--- src/rtl/grant_decoder.sv ---
// Receive side of the priority-encoder link: turns an accepted index into a
// registered one-hot grant, holds it until done or a hold limit, then idles one cycle.
module grant_decoder #(
  parameter int CODE_W   = 2,
  parameter int MAX_HOLD = 15,
  parameter int CNT_W    = 4
) (
  input  logic                 clk,
  input  logic                 reset,
  input  logic [CODE_W-1:0]    in_code,
  input  logic                 in_valid,
  output logic                 in_ready,
  output logic [2**CODE_W-1:0] grant,
  input  logic [2**CODE_W-1:0] done,
  output logic                 busy,
  output logic                 timeout
);

  localparam int N = 2**CODE_W;
  localparam logic [N-1:0]     GRANT_BASE = {{(N-1){1'b0}}, 1'b1};
  localparam logic [CNT_W-1:0] HOLD_LAST  = CNT_W'(MAX_HOLD - 1);
  localparam logic [CNT_W-1:0] CNT_ONE    = {{(CNT_W-1){1'b0}}, 1'b1};

  typedef enum logic [1:0] {
    IDLE,
    GRANT,
    GAP
  } state_t;

  state_t             state_q, state_d;
  logic [CODE_W-1:0]  code_q, code_d;
  logic [N-1:0]       grant_q, grant_d;
  logic [CNT_W-1:0]   cnt_q, cnt_d;
  logic               timeout_q, timeout_d;

  // Only done[code_q] can end a grant; a release by done wins over the hold limit.
  always_comb begin
    state_d   = state_q;
    code_d    = code_q;
    grant_d   = grant_q;
    cnt_d     = cnt_q;
    timeout_d = timeout_q;
    case (state_q)
      IDLE: begin
        grant_d = '0;
        if (in_valid) begin
          state_d   = GRANT;
          code_d    = in_code;
          grant_d   = GRANT_BASE << in_code;
          cnt_d     = '0;
          timeout_d = 1'b0;
        end
      end
      GRANT: begin
        if (done[code_q]) begin
          state_d   = GAP;
          grant_d   = '0;
          timeout_d = 1'b0;
        end else if (cnt_q == HOLD_LAST) begin
          state_d   = GAP;
          grant_d   = '0;
          timeout_d = 1'b1;
        end else begin
          cnt_d = cnt_q + CNT_ONE;
        end
      end
      GAP: begin
        state_d   = IDLE;
        grant_d   = '0;
        timeout_d = 1'b0;
      end
      default: begin
        state_d   = IDLE;
        grant_d   = '0;
        timeout_d = 1'b0;
      end
    endcase
  end

  always_ff @(posedge clk or negedge reset) begin
    if (!reset) begin
      state_q   <= IDLE;
      code_q    <= '0;
      grant_q   <= '0;
      cnt_q     <= '0;
      timeout_q <= 1'b0;
    end else begin
      state_q   <= state_d;
      code_q    <= code_d;
      grant_q   <= grant_d;
      cnt_q     <= cnt_d;
      timeout_q <= timeout_d;
    end
  end

  assign in_ready = (state_q == IDLE);
  assign busy     = (state_q != IDLE);
  assign grant    = grant_q;
  assign timeout  = timeout_q;

endmodule
--- config.mk ---
export PLATFORM = sky130hd
export DESIGN_NAME = grant_decoder
export DESIGN_NICKNAME = d
export VERILOG_FILES = /design/src/rtl/grant_decoder.sv
export SDC_FILE = /design/constraint.sdc
export NUM_CORES = 1
export LEC_CHECK = 0
export BUFFER_PORTS_ARGS = -buffer_cell sky130_fd_sc_hd__buf_4
export CAP_MARGIN = 15
export CORE_MARGIN = 1
export CORE_UTILIZATION = 40
export DETAILED_ROUTE_END_ITERATION = 8
export RECOVER_POWER = 50
export SYNTH_ARGS = -nofsm -noshare
export SYNTH_HDL_FRONTEND = slang
export SYNTH_SLANG_ARGS = --single-unit
--- constraint.sdc ---
create_clock -name clk -period 2.2 [get_ports clk]
set_input_delay 0.11 -clock clk [delete_from_list [all_inputs] [get_ports clk]]
set_output_delay 0.11 -clock clk [all_outputs]
set_load 0.05 [all_outputs]
==> results of run 1 <==
[cells in the mapped netlist]
library cell,number,area (um^2)
a21o_1,1,7.51
o21ai_1,4,20.0
o21ba_1,1,10.0
nand3_1,5,25.0
inv_1,4,15.0
or2_1,1,6.26
nand2b_1,1,6.26
and3_1,1,6.26
ha_1,2,25.0
o21ai_0,4,20.0
o2bb2ai_1,1,8.76
nor3_2,1,10.0
nand2_1,8,30.0
dfrtp_1,13,325
nor2b_1,1,6.26
a22o_1,2,17.5
mux4_2,1,22.5
nand2_2,1,6.26
a21oi_1,1,5.00
nor3_1,2,10.0
nor2_1,5,18.8
or3_4,1,11.3
[sequential cells by signal, summed over array words and instances, names as in the netlist]
signal / flops
grant: 4
cnt_q: 4
timeout: 1
code_q: 2
state_q: 2
[metrics by stage]
step / area [um^2] / util / total power (W)
2_1_floorplan: 613 / - / 0.000680
3_3_place_gp: 744 / 0.545 / 0.000806
4_1_cts: 781 / 0.571 / 0.000959
3_5_place_dp: 744 / 0.545 / 0.000805
6_report: 766 / 0.560 / 0.000938
5_1_grt: 766 / 0.560 / 0.00100
[metal layers]
metal / vias to the layer above / track usage / share of wire / wire length (um)
li1: 253 / - / - / -
met1: 220 / 0.258 / 0.53 / 621
met2: 8 / 0.238 / 0.42 / 495
met3: 2 / 0.0326 / 0.034 / 40
met4: 0 / 0.121 / 0.012 / 14
met5: - / 0 / 0 / 0
[cells by family after synthesis]
family | count (synthesis)
flip-flops | 13
buffers and inverters | 4
AO/OA/AOI/OAI | 14
AND/OR/NAND/NOR | 27
multiplexers | 1
adder cells (fa/ha/maj) | 2
[final timing paths]
check	from	endpoint	slack [ps]	cells after the start
min	in_code[0]	grant[2]	50	2
min reg2reg	state_q[1]	timeout	460	1
max in group asynchronous	reset	cnt_q[3]	1360	2
max	code_q[0]	cnt_q[2]	540	4
max reg2reg	code_q[0]	cnt_q[2]	540	4
min in group asynchronous	reset	state_q[1]	390	2
[power breakdown]
group / switching [W] / internal, W / leakage, nW
sequential: 0.0000487 / 0.000301 / 0.173
combinational: 0.000297 / 0.000143 / 0.193
clock: 0.0000788 / 0.0000702 / 0.0150
total: 0.000424 / 0.000514 / 0.381
[area by class of cell]
class,instances,share of cell area
sequential,13,0.425
multi-input combinational,44,0.356
tap,15,0.0245
inverter,4,0.0196
clock buffer,4,0.0343
timing repair buffer,16,0.141
==> flow_summary.ini, run 1 <==
[yosys]
synth_compound_area_frac = 0.145
synth.area.mux_share = 0.0367
ys_types = 22
syn-num-nets = 72
syn_area_um2 = 613
ys_seq_area_frac = 0.531
synthSimpleGateAreaFrac = 0.222
synth-xor-area-share = 0
ys_seq_elements = 13
synthAdderAreaFrac = 0.0408
syn-instance-count = 61
yosys_warnings = 0
synth_top_family_by_area = simple AND/OR/NAND/NOR gates
postSynthAreaPerCell_um2 = 10.1

[cells_and_area]
layout.cells.non_filler = 96
nets = 93
multi_input_area_um2 = 273
drive_above_1_share = 0.222
diodes = 0
ff_latch_area_um2 = 325
final_common_cell = dfrtp_1
num-fill-cells = 141
layout_common_cells = dfrtp_1 (13), buf_4 (11), nand2_1 (8)
syn_to_final_growth_pct = 24.9

[placed_design]
post-dp-hpwl_um = 904
gp_congestion = 0.714
pre_cts_slack_ps = 541
numPortBuffers = 15
dp_cells = 91

[die]
die_h_um = 41.2
die_w_um = 41.2
io_pins = 16
num_rows = 13
start_util = 0.449
die_area_um2 = 1690
core_area_um2 = 1370

[route]
vias = 483
ant_nets = 0
drc = 0
drt-wirelength-per-cell_um = 12.2
viasPerCell = 5.03
wirelength_mm = 1.17
dr.pass1.iters = 2
first_iter_violations = 2

[clocking]
clk_latency_ps = 270
cts_htree_levels = 1
ctsResizeCount = 0
numClockSinks = 13
clk_pin_slew_worst_paths_ps = 80
cts_tree = done
cts_made_buffers = 3
cts_root_buf = clkbuf_4
clockBufferDepth = 2
ctsHoldBuffers = 1
post_cts_buffers = 0

[global_route]
grt_pass1_vias = 428
grt_pass1_wl_mm = 1.90
grt_max_degree = 14
antenna_found_initial = 0
grt_remaining_overflow = 0
grt_use_total = 0.179

[sta]
worst_slack_ps = 535
finalHoldViolations = 0
tns_ps = 0
fin_hold_ws_ps = 46.6
fin_skew_ps = 4.75
tightestPinTransition_ps = 713
max_freq_mhz = 601
period_share = 0.757
maxSlewViolCount = 0
grt_setup_unrepaired = no
slew_headroom = 0.525
finalCriticalPeriod_ps = 1660
setup_violations = 0

[pwr]
ir_drop_mv = 0.550
p_leak_nw = 0.381
power.density_nw_per_um2 = 1230

[setup_path]
cp_slowest_stage_delay_ps = 580
worst-path-buf-inv = 0
critPathSlowestCell = mux4_2
endpoint_kind = flop
worstPathCellList = mux4_2 -> or3_4 -> nand3_1 -> o21ai_1
cp_top_family = multiplexers
arrival_ps = 1820
start_kind = flop
path_class = reg -> reg
cp_max_fo = 7
crit_required_ps = 2360

[status]
status = finished clean

[worst_hold_path]
hold_path_class = in -> reg

[run]
cap_violations = 0
(Power assumes the default switching activity.)
==> run 2, diff against run 1 <==
ABC_AREA = 1   (was unset)
clock period = 1.7 ns   (was 2.2 ns; I/O delays follow)
==> run 2 against run 1 <==
  * Maximum frequency grew 31%
  * Combinational power increased by 62%
  * Sequential power grew 28%
  * Non-clock buffer count rose by 2
  * Highest routed layer unchanged
  * Count of clock-buffer cells in the layout unchanged
==> flow_summary.ini, run 2 <==
[status]
status = finished clean

[setup_path]
cp_max_fo = 6
path_class = reg -> reg
start_kind = flop
endpoint_kind = flop
arrival_ps = 1450
crit_required_ps = 1880

[sta]
grt_setup_unrepaired = no
period_share = 0.750
tightestPinTransition_ps = 721
maxSlewViolCount = 0
finalCriticalPeriod_ps = 1270
fin_hold_ws_ps = 216
setup_violations = 0
tns_ps = 0
fin_skew_ps = 2.15
finalHoldViolations = 0
max_freq_mhz = 785
slew_headroom = 0.520

[pwr]
p_leak_nw = 0.448
seq_power_share = 0.330
p_switching_w = 0.000673
ir_drop_mv = 0.725
p_sw_frac = 0.497
pwr-share-comb = 0.526
p_int_w = 0.000681
power.density_nw_per_um2 = 1600
pwr-share-clk = 0.144

[cells_and_area]
drive_above_1_share = 0.283
multi_input_area_um2 = 312
nets = 111
syn_to_final_growth_pct = 25.8
final_common_cell = nand2_1
layout_common_cells = nand2_1 (20), dfrtp_1 (13), nand3_1 (12)
ff_latch_area_um2 = 325
diodes = 0
final_util = 0.550
num-fill-cells = 161

[route]
first_iter_violations = 10
wirelength_mm = 1.34
drt-wirelength-per-cell_um = 11.6
drc = 0
viasPerCell = 4.91
ant_nets = 0
dr.pass1.iters = 4
vias = 565

[global_route]
antenna_found_initial = 0
grt_use_met3 = 0.0638
grt_remaining_overflow = 0
grt_pass1_wl_mm = 2.26
grtUsageMet1 = 0.240
grt_pass1_vias = 506
grt_max_degree = 14
grt.met2_usage = 0.230
grt_use_total = 0.172
top_usage_layer = met1

[die]
io_pins = 16
die_h_um = 43.1
die_w_um = 43.1
die_area_um2 = 1850
start_util = 0.438
num_rows = 14
core_area_um2 = 1540

[yosys]
synth_flop_cell = dfrtp_1
yosys_warnings = 0
ys_seq_area_frac = 0.482
synth_area_leaders = dfrtp_1 (48%), nand2_1 (11%), nand3_1 (8.9%), nand2_4 (5.0%), ha_1 (3.7%)
ys_types = 15
syn_area_um2 = 674
synth_top_area_cell = dfrtp_1
postSynthAreaPerCell_um2 = 8.76
synth.most_common_cell = nand2_1
yosysTopAreaCellShare = 0.482
ys_seq_elements = 13
syn-instance-count = 77
synth_commonest_cells = nand2_1 (20), dfrtp_1 (13), nand3_1 (12)
synth-async-reset-ratio = 1.00
syn-num-nets = 88
synth-edff-count = 0

[clocking]
cts_tree = done
numClockSinks = 13
cts_root_buf = clkbuf_4
clk_pin_slew_worst_paths_ps = 80
clk_latency_ps = 280
ctsResizeCount = 0
clockBufferDepth = 2
post_cts_buffers = 0
cts_htree_levels = 1
cts_made_buffers = 3

[run]
cap_violations = 0

[placed_design]
post-dp-hpwl_mm = 1.00
numPortBuffers = 15
gp_congestion = 0.867

[worst_hold_path]
hold_path_class = in -> reg
## run 2: changes by cell type after synthesis, moves of 3 or more
cell,change
nand2_1,+12
o21ai_1,-4
nand2_4,+3
nand3_1,+7
inv_2,+5
## run 2: stage by stage
step | instances | worst slack, ps | total power [W] | instance area (um^2)
after global routing | 115 | 262 | 0.00146 | 848
final | 115 | 426 | 0.00135 | 848
after floorplan | 77 | 296 | 0.000994 | 674
after CTS | 114 | 425 | 0.00138 | 853
after detailed placement | 108 | 443 | 0.00118 | 807
after global placement | 108 | 482 | 0.00116 | 807
## run 2: final cells by class
cell class	count	share of cell area
Multi-Input combinational cell	54	0.367
Clock buffer	4	0.0310
Timing Repair Buffer	18	0.150
Inverter	10	0.0442
Tap cell	16	0.0236
Sequential cell	13	0.383
## run 2: kinds of logic (layout without fill, tap and decap cells)
logic type | count (synthesis) | in the layout | share of synthesized area
AND/OR/NAND/NOR | 45 | 45 | 0.351
adder cells (fa/ha/maj) | 2 | 2 | 0.0371
flip-flops | 13 | 13 | 0.482
buffers and inverters | 10 | 32 | 0.0557
XOR/XNOR | 2 | 2 | 0.0260
AO/OA/AOI/OAI | 5 | 5 | 0.0482
## run 2: critical path, cell delays in order (launching register included)
cell and delay [ps]:
dfrtp_1 420, inv_1 70, ha_1 130, nand3_1 70
nand2_1 100, inv_2 70, nand2_4 110, nand2_1 90
nand2_1 70, nand2_1 40
## run 2: repair_timing
item / in CTS / in global routing
hold buffers: 2 / 1
hold endpoints to repair: 14 / 1
setup endpoints to repair: 0 / 0
## run 2: routing by layer
| layer | wire length [um] | vias to the layer above | part of all wire |
|---|---|---|---|
| met5 | 0 | - | 0 |
| met4 | 20 | 0 | 0.015 |
| met3 | 71 | 2 | 0.053 |
| met2 | 585 | 16 | 0.44 |
| met1 | 658 | 260 | 0.49 |
| li1 | - | 287 | - |
## run 2: power groups by stage
stage | Sequential [W] | Clock (W) | Combinational, W
finish | 0.000446 | 0.000195 | 0.000713
global route | 0.000460 | 0.000220 | 0.000776
CTS | 0.000448 | 0.000203 | 0.000727
detailed placement | 0.000454 | 0 | 0.000722
global placement | 0.000451 | 0 | 0.000712
floorplan | 0.000520 | 0 | 0.000474
## run 2: path summary, 6_finish.rpt
path                       startpoint          to  slack, ps  cells after the start
min                          in_valid  state_q[1]        220                      5
max                          cnt_q[0]     timeout        430                      9
max in group asynchronous       reset    cnt_q[2]        880                      2
min in group asynchronous       reset    grant[3]        360                      2
max reg2reg                  cnt_q[0]     timeout        430                      9
min reg2reg                   timeout     timeout        480                      2
==> run 3, diff against run 2 <==
ABC_AREA = 0   (was 1)
clock period = 1.25 ns   (was 1.7 ns; I/O delays follow)
==> run 3 against run 2 <==
  * The run now ends with negative setup slack left
  * Sequential share of layout area is 4.4 points lower
  * Clock skew down 1.5 ps
  * Register-to-register slack worse by 770 ps
  * Utilization increased by 15 points
  * Sequential cell count is the same
  * Critical path depth is 5 lower
  * Die area decreased by 8.7%
  * Clock power is 36% higher
  * Worst hold slack lost 120 ps
  * Count of clock-buffer cells in the layout is the same
  * Critical path type unchanged
  * Critical endpoint is now cnt_q[0]
  * Largest cell class unchanged
  * Largest power group unchanged
==> flow_summary.ini, run 3 (synthesis results as in run 1) <==
[placed_design]
gp_congestion = 0.685
dpl-instance-area_um2 = 892
numPortBuffers = 15
dp_cells = 108
pre_cts_slack_ps = -343
post-dp-hpwl_mm = 1.05

[die]
die_area_um2 = 1690
io_pins = 16
start_util = 0.449
die_w_um = 41.2
die_h_um = 41.2
core_area_um2 = 1370
num_rows = 13

[route]
first_iter_violations = 8
vias = 553
drt-wirelength-per-cell_um = 11.8
wirelength_mm = 1.34
ant_nets = 0
drc = 0
dr.pass1.iters = 3
viasPerCell = 4.85

[setup_path]
critPathSlowestCell = mux4_2
endpoint_kind = flop
critical_path.startpoint = code_q[0]
arrival_ps = 1770
start_kind = flop
worstPathCellList = mux4_2 -> or3_4 -> nand2_2 -> o21ai_1
reg2reg_depth = 4
r2r-start = code_q[0]
reg2reg_slack_ps = -350
crit_cells = 4
worst-path-buf-inv = 0
cp_slowest_stage_delay_ps = 560
crit_required_ps = 1420
rr_endpoint = cnt_q[0]
endpoint = cnt_q[0]
cp_max_fo = 5
path_class = reg -> reg
cp_top_family = multiplexers

[clocking]
cts_root_buf = clkbuf_4
cts_htree_levels = 1
numClockSinks = 13
clk_latency_ps = 270
clk_pin_slew_worst_paths_ps = 80
clockBufferDepth = 2
cts_tree = done
cts_made_buffers = 3

[status]
violations = negative setup slack
status = finished, violations left

[sta]
grt_setup_unrepaired = yes
max_freq_mhz = 625
worst_slack_ps = -349
tns_ps = -3020
finalCriticalPeriod_ps = 1600
fin_skew_ps = 0.698
period_share = 1.28
tightestPinTransition_ps = 696
setup_violations = 11
finalHoldViolations = 0
maxSlewViolCount = 0
slew_headroom = 0.536

[pwr]
p_leak_nw = 0.488
p_sw_frac = 0.410
seq_power_share = 0.281
p_int_w = 0.00125
pwr-share-clk = 0.125
pwr-share-comb = 0.594
ir_drop_mv = 1.15
p_switching_w = 0.000868
power.density_nw_per_um2 = 2210

[worst_hold_path]
hold_path_class = in -> reg

[cells_and_area]
final_common_cell = buf_4
syn_to_final_growth_pct = 56.3
drive_above_1_share = 0.444
layout.cells.non_filler = 114
nets = 111
layout_common_cells = buf_4 (27), dfrtp_1 (13), nand2_1 (7)
diodes = 0
design_area_um2 = 958

[global_route]
grt_pass1_wl_mm = 1.97
antenna_found_initial = 0
grt_use_total = 0.185
grt_pass1_vias = 490
grt_max_degree = 14
grt_remaining_overflow = 0

[run]
cap_violations = 0
[run 3: changes by cell type in the layout (fill, tap and decap cells not counted), moves of 2 or more]
| cell | change |
|---|---|
| nand3_1 | -9 |
| o21ai_1 | +5 |
| nand2_4 | -3 |
| buf_6 | +3 |
| a22o_1 | +2 |
| buf_4 | +16 |
| nor3_1 | +2 |
| nand2_1 | -13 |
| clkbuf_1 | -3 |
| inv_2 | -4 |
| inv_1 | -2 |
[run 3: worst min-delay path: stages]
cell and delay, ps:
buf_4 80, nand3_1 110, nand2_1 90
[run 3: power groups by stage]
stage	logic [W]	clock network [W]	registers (W)
after CTS	0.00120	0.000270	0.000589
after floorplan	0.000555	0	0.000693
final	0.00126	0.000266	0.000595
after global routing	0.00136	0.000289	0.000607
after detailed placement	0.00118	0	0.000598
after global placement	0.00118	0	0.000596
[run 3: worst min path at each step]
stage | start | to | slack (ps) | depth (start not counted)
floorplan | reset | cnt_q[0] | -230 | 0
global placement | reset | cnt_q[2] | -80 | 1
detailed placement | reset | cnt_q[2] | -90 | 1
CTS | in_code[1] | code_q[1] | 100 | 3
global route | in_code[1] | code_q[1] | 110 | 3
finish | in_code[1] | code_q[1] | 100 | 3
[run 3: final cells by class]
cell class / count / area (um^2)
clock buffers: 4 / 26.3
fillers: 114 / 408
inverters: 4 / 15.0
multi-input cells: 44 / 298
flip-flops and latches: 13 / 325
well taps: 15 / 18.8
repair buffers: 34 / 275
[run 3: through the flow]
| step | hold WS [ps] | power, W | util |
|---|---|---|---|
| finish | 97.8 | 0.00212 | 0.701 |
| global placement | -84.7 | 0.00177 | 0.653 |
| floorplan | -233 | 0.00125 | - |
| global route | 107 | 0.00225 | 0.701 |
| CTS | 96.8 | 0.00206 | 0.693 |
| detailed placement | -85.9 | 0.00178 | 0.653 |
[run 3: per-layer routing]
layer / part of all wire / vias to the layer above / global-route usage
met5: 0 / - / 0
met4: 0 / 0 / 0.0726
met3: 0.031 / 0 / 0.0489
met2: 0.46 / 9 / 0.270
met1: 0.51 / 255 / 0.258
li1: - / 289 / -
[run 3: what timing repair did]
| action | in CTS | in global routing |
|---|---|---|
| gates resized for setup | 2 | 6 |
| pin swaps | 1 | 2 |
| setup endpoints to repair | 13 | 13 |
| endpoints found under the hold margin | 14 | 0 |
| hold buffers | 2 | 0 |
| buffers inserted | 1 | 0 |
